===== src/rtl/btn_event_classifier.sv =====
// Classifies a debounced button level into press/release, short press, double click,
// long press and auto-repeat pulses, plus a held level. One instance per button.
module btn_event_classifier #(
   parameter int P_CLK_HZ    = 100000000,
   parameter int P_LONG_MS   = 1000,
   parameter int P_REPEAT_MS = 200,
   parameter int P_DCLICK_MS = 300
) (
   input  logic       iClk,
   input  logic       iRst,
   input  logic       iBtn,
   output logic       oPress,
   output logic       oRelease,
   output logic       oShortPress,
   output logic       oDoubleClick,
   output logic       oLongPress,
   output logic       oRepeat,
   output logic       oHeld,
   output logic [2:0] oDbgState
);

   localparam int LP_LONG_CNT = (P_CLK_HZ / 1000) * P_LONG_MS;
   localparam int LP_REP_CNT  = (P_CLK_HZ / 1000) * P_REPEAT_MS;
   localparam int LP_DC_CNT   = (P_CLK_HZ / 1000) * P_DCLICK_MS;
   localparam int LP_MAX_A    = (LP_LONG_CNT > LP_REP_CNT) ? LP_LONG_CNT : LP_REP_CNT;
   localparam int LP_MAX_CNT  = (LP_MAX_A > LP_DC_CNT) ? LP_MAX_A : LP_DC_CNT;
   localparam int CNT_W       = $clog2(LP_MAX_CNT);

   typedef logic [CNT_W-1:0] cnt_t;

   localparam cnt_t LONG_LAST = cnt_t'(LP_LONG_CNT - 1);
   localparam cnt_t REP_LAST  = cnt_t'(LP_REP_CNT - 1);
   localparam cnt_t DC_LAST   = cnt_t'(LP_DC_CNT - 1);
   localparam cnt_t CNT_ONE   = cnt_t'(1);

   generate
      if (LP_LONG_CNT < 2 || LP_REP_CNT < 2 || LP_DC_CNT < 2) begin : g_bad_params
         $error("btn_event_classifier: every derived count must be at least 2");
      end
   endgenerate

   typedef enum logic [2:0] {
      ST_IDLE      = 3'd0,
      ST_PRESSED   = 3'd1,
      ST_LONG_HELD = 3'd2,
      ST_WAIT_2ND  = 3'd3,
      ST_SECOND    = 3'd4
   } state_t;

   state_t state_q, state_d;
   cnt_t   cnt_q, cnt_d;
   logic   btn_prev_q, btn_prev_d;
   logic   press_q, press_d;
   logic   release_q, release_d;
   logic   short_q, short_d;
   logic   dclick_q, dclick_d;
   logic   long_q, long_d;
   logic   repeat_q, repeat_d;
   logic   held_q, held_d;
   logic   rise, fall;

   always_comb begin
      rise       = iBtn & ~btn_prev_q;
      fall       = ~iBtn & btn_prev_q;
      btn_prev_d = iBtn;
      state_d    = state_q;
      cnt_d      = cnt_q;
      press_d    = 1'b0;
      release_d  = 1'b0;
      short_d    = 1'b0;
      dclick_d   = 1'b0;
      long_d     = 1'b0;
      repeat_d   = 1'b0;

      case (state_q)
         ST_IDLE: begin
            cnt_d = '0;
            if (rise) begin
               state_d = ST_PRESSED;
               press_d = 1'b1;
            end
         end
         ST_PRESSED: begin
            // A release landing on the long threshold still counts as a short press.
            if (fall) begin
               state_d   = ST_WAIT_2ND;
               cnt_d     = '0;
               release_d = 1'b1;
            end else if (iBtn && cnt_q == LONG_LAST) begin
               state_d = ST_LONG_HELD;
               cnt_d   = '0;
               long_d  = 1'b1;
            end else if (iBtn) begin
               cnt_d = cnt_q + CNT_ONE;
            end
         end
         ST_LONG_HELD: begin
            if (fall) begin
               state_d   = ST_IDLE;
               cnt_d     = '0;
               release_d = 1'b1;
            end else if (cnt_q == REP_LAST) begin
               cnt_d    = '0;
               repeat_d = 1'b1;
            end else begin
               cnt_d = cnt_q + CNT_ONE;
            end
         end
         ST_WAIT_2ND: begin
            // A second press on the very last window cycle still wins over expiry.
            if (rise) begin
               state_d  = ST_SECOND;
               cnt_d    = '0;
               press_d  = 1'b1;
               dclick_d = 1'b1;
            end else if (cnt_q == DC_LAST) begin
               state_d = ST_IDLE;
               cnt_d   = '0;
               short_d = 1'b1;
            end else begin
               cnt_d = cnt_q + CNT_ONE;
            end
         end
         ST_SECOND: begin
            cnt_d = '0;
            if (fall) begin
               state_d   = ST_IDLE;
               release_d = 1'b1;
            end
         end
         default: begin
            state_d = ST_IDLE;
            cnt_d   = '0;
         end
      endcase

      held_d = (state_d == ST_PRESSED) || (state_d == ST_LONG_HELD) ||
               (state_d == ST_SECOND);
   end

   always_ff @(posedge iClk) begin
      if (iRst) begin
         state_q    <= ST_IDLE;
         cnt_q      <= '0;
         btn_prev_q <= 1'b1;
         press_q    <= 1'b0;
         release_q  <= 1'b0;
         short_q    <= 1'b0;
         dclick_q   <= 1'b0;
         long_q     <= 1'b0;
         repeat_q   <= 1'b0;
         held_q     <= 1'b0;
      end else begin
         state_q    <= state_d;
         cnt_q      <= cnt_d;
         btn_prev_q <= btn_prev_d;
         press_q    <= press_d;
         release_q  <= release_d;
         short_q    <= short_d;
         dclick_q   <= dclick_d;
         long_q     <= long_d;
         repeat_q   <= repeat_d;
         held_q     <= held_d;
      end
   end

   assign oPress       = press_q;
   assign oRelease     = release_q;
   assign oShortPress  = short_q;
   assign oDoubleClick = dclick_q;
   assign oLongPress   = long_q;
   assign oRepeat      = repeat_q;
   assign oHeld        = held_q;
   assign oDbgState    = state_q;

endmodule


===== config.mk =====
export PLATFORM = sky130hd
export DESIGN_NAME = btn_event_classifier
export DESIGN_NICKNAME = d
export VERILOG_FILES = /design/src/rtl/btn_event_classifier.sv
export SDC_FILE = /design/constraint.sdc
export NUM_CORES = 1
export LEC_CHECK = 0
export BUFFER_PORTS_ARGS = -buffer_cell sky130_fd_sc_hd__buf_4
export CAP_MARGIN = 10
export CORE_MARGIN = 2
export CORE_UTILIZATION = 58
export DETAILED_ROUTE_END_ITERATION = 6
export PLACE_DENSITY = 0.82
export SLEW_MARGIN = 20
export SYNTH_ARGS = -nofsm -noshare
export SYNTH_HDL_FRONTEND = slang
export SYNTH_SLANG_ARGS = --single-unit

===== constraint.sdc =====
create_clock -name iClk -period 6.5 [get_ports iClk]
set_input_delay 1.95 -clock iClk [delete_from_list [all_inputs] [get_ports iClk]]
set_output_delay 1.95 -clock iClk [all_outputs]
set_load 0.03 [all_outputs]

==> results_dict.tcl <==
set metrics [dict create \
    cap_violations 0 \
    final.setup_skew_ps 9.610 \
    antenna_found_initial 0 \
    critPathArrivalTime_ps 3590 \
    synthTopCellsByArea "dfxtp_1, nor2_1, xnor2_1" \
    io_buffers 12 \
    ff_latch_area_sq_um 760.7 \
    worstMarginPinSlew_ps 660.1 \
    cts_max_level 2 \
    setup_violations 0 \
    setup_ws_ps 3134 \
    cts_buffers 5 \
    cts_resized 0 \
    fillCellCount 293 \
    regToRegSetupSlack_ps 3880 \
    ys_seq_elements 38 \
    synth_nets 232 \
    ctsRootBufferMaster "clkbuf_4" \
    p_leak_uw 0.0006431 \
    final_antenna_net_count 0 \
    drtIter0Drc 128 \
    insertion_delay_ps 340 \
    die_h_microns 61.38 \
    run_status "finished clean" \
    hold_buffers 0 \
    cp_slowest_cell "or4_1" \
    die_w_microns 61.38 \
    rsz0062_at_grt "no" \
    powerDensity_nw_per_um2 178.8 \
    period_minus_slack_ps 3366 \
    post-route-drc-count 0 \
    critPathMaxFanout 17 \
    cts.clk_slew.worst_paths_ps 110 \
    tritoncts "done" \
    min_delay_path_depth 2 \
    avgSynthCellArea_sq_um 8.374 \
    critPathKind "in2reg" \
    yosysWarnings 0 \
    startpoint_type "input port" \
    post_cts_buffers 0 \
    start_util_pct 61.53 \
    synthFlopType "dfxtp_1" \
    row_count 20 \
    placed_area_sq_um 2007 \
    layout.nets 243 \
    grt_use_total_pct 23.57 \
    tns_ps 0 \
    fin_crit_sh_pct 51.78 \
    dr.pass1.iters 4 \
    place_ws_ps 2772 \
    n_antenna_cell 0 \
    synth_top_area_cell "dfxtp_1" \
    synth.distinct_cells 46 \
    dp_hpwl_microns 2805 \
    postSynthCellCount 228 \
    viasPerCell 5.880 \
    die_area_sq_um 3767 \
    seq_area_frac_synth_pct 39.84 \
    grt_pass1_wl_microns 6596 \
    slew-limit-headroom_pct 55.59 \
    fin_area_sq_um 2052 \
    num_vias 1664 \
    grt_overflow_total 0 \
    multi_input_area_sq_um 1086 \
    synth_edf_count 0 \
    critPathMaxStageDelay_ps 810 \
    synthToLayoutAreaGrowth_pct 7.471 \
    cts_max_path_buffers 2 \
    worstPathRequired_ps 6720 \
    drive_gt1_share_pct 10.88 \
    gp_congestion 0.9199 \
    rr_worst_depth 7 \
    slew_viol_final 0 \
    crit_path_frequent_cell "and3_1" \
    grt_pass1_vias 1451 \
    ir_drop_mv 0.1256 \
    cts_sinks 38 \
    ios 13 \
    synth_top_area_share_pct 39.84 \
    crit_path_end_kind "flip-flop" \
    wl_per_cell_microns 13.70 \
    hold_path.class "reg2reg" \
    core-area_sq_um 3103 \
    max_freq_mhz 297.1 \
    path_cells "buf_4, or4_1, and3_1, and3_1, xnor2_1, nor2_1" \
    grt_max_degree 23 \
    async_flop_share_pct 0 \
    wirelength_microns 3877 \
    hold_viol_final 0 \
    syn-cell-area_sq_um 1909 \
]
[power breakdown]
group,total (uW),internal [uW],switching [uW]
sequential,237,234,2.26
combinational,18.1,7.06,11.1
clock,112,40.8,71.3
[path summary, 6_finish.rpt]
check	to	startpoint
min	cnt_q[1]	cnt_q[1]
max	cnt_q[16]	iBtn
min reg2reg	cnt_q[1]	cnt_q[1]
max reg2reg	cnt_q[8]	cnt_q[0]
[Yosys cell counts, types with 3 or more instances]
master,number
xor2_1,10
a21oi_1,7
nand4_1,9
nor2_1,36
or2_2,3
clkbuf_1,3
nor4_1,9
nand2b_1,3
o21ai_0,4
inv_1,4
xnor2_1,13
nand2_1,21
dfxtp_1,38
or3_1,3
and3_1,6
nor3_1,9
or4_1,3
nand3_1,11
nor2b_1,3
[metrics by stage]
stage / utilization [%] / hold slack [ps] / power (uW) / instances
after global placement: 64.68 / 465.6 / 260.1 / 276
after CTS: 66.13 / 488.7 / 370.7 / 283
after floorplan: - / 449.2 / 255.4 / 228
after global routing: 66.13 / 547.3 / 382.8 / 283
final: 66.13 / 495.0 / 366.9 / 283
after detailed placement: 64.68 / 472.8 / 260.3 / 276
[sequential cells by signal, summed over array words and instances (netlist names)]
name and count:
oRepeat 1, oRelease 1, oPress 1, cnt_q 27
oLongPress 1, oHeld 1, oDbgState 3, oShortPress 1
oDoubleClick 1, btn_prev_q 1
[layout make-up]
type / instances / area share [%]
inverters: 4 / 0.7317
flip-flops and latches: 38 / 37.07
clock buffers: 7 / 2.195
repair buffers: 12 / 4.390
multi-input cells: 178 / 52.93
well taps: 44 / 2.683
[per-layer routing]
metal	wire length, microns	up-vias	track usage [%]	part of all wire (%)
met1	1793	779	32.28	46
met2	1808	47	35.56	47
met5	0	-	0	0
met3	215	8	6.723	5.5
met4	60	0	8.815	1.5
li1	-	830	-	-
[logic make-up (layout without fill, tap and decap cells)]
logic type               count (synthesis)  in the layout  share of synthesized area, %
AND/OR/NAND/NOR                        131            131                         36.50
flip-flops                              38             38                         39.84
XOR/XNOR                                23             23                         10.55
AO/OA/AOI/OAI                           21             21                         8.127
buffers and inverters                   12             23                         3.275
multiplexers                             2              2                         1.049
adder cells (fa/ha/maj)                  1              1                        0.6552
[placed cells by master (no fill, tap or decap), types with 2 or more instances in the layout]
cell type  count
a21oi_1        7
and2_1         2
and3_1         6
buf_4         12
clkbuf_1       2
clkbuf_4       5
dfxtp_1       38
inv_1          4
mux2i_1        2
nand2_1       21
nand2b_1       3
nand3_1       11
nand4_1        9
nand4b_1       2
nor2_1        36
nor2b_1        3
nor3_1         9
nor3b_1        2
nor4_1         9
nor4b_1        2
o21ai_0        4
or2_2          3
or3_1          3
or4_1          3
xnor2_1       13
xor2_1        10
[worst max-delay path, delay by kind of cell]
family | cells | cell delay [ps]
xor gates and xnor gates | 1 | 130
buffers and inverters | 1 | 140
and+or+nand+nor | 4 | 1370
No activity file was read; power rests on OpenSTA's default activity.
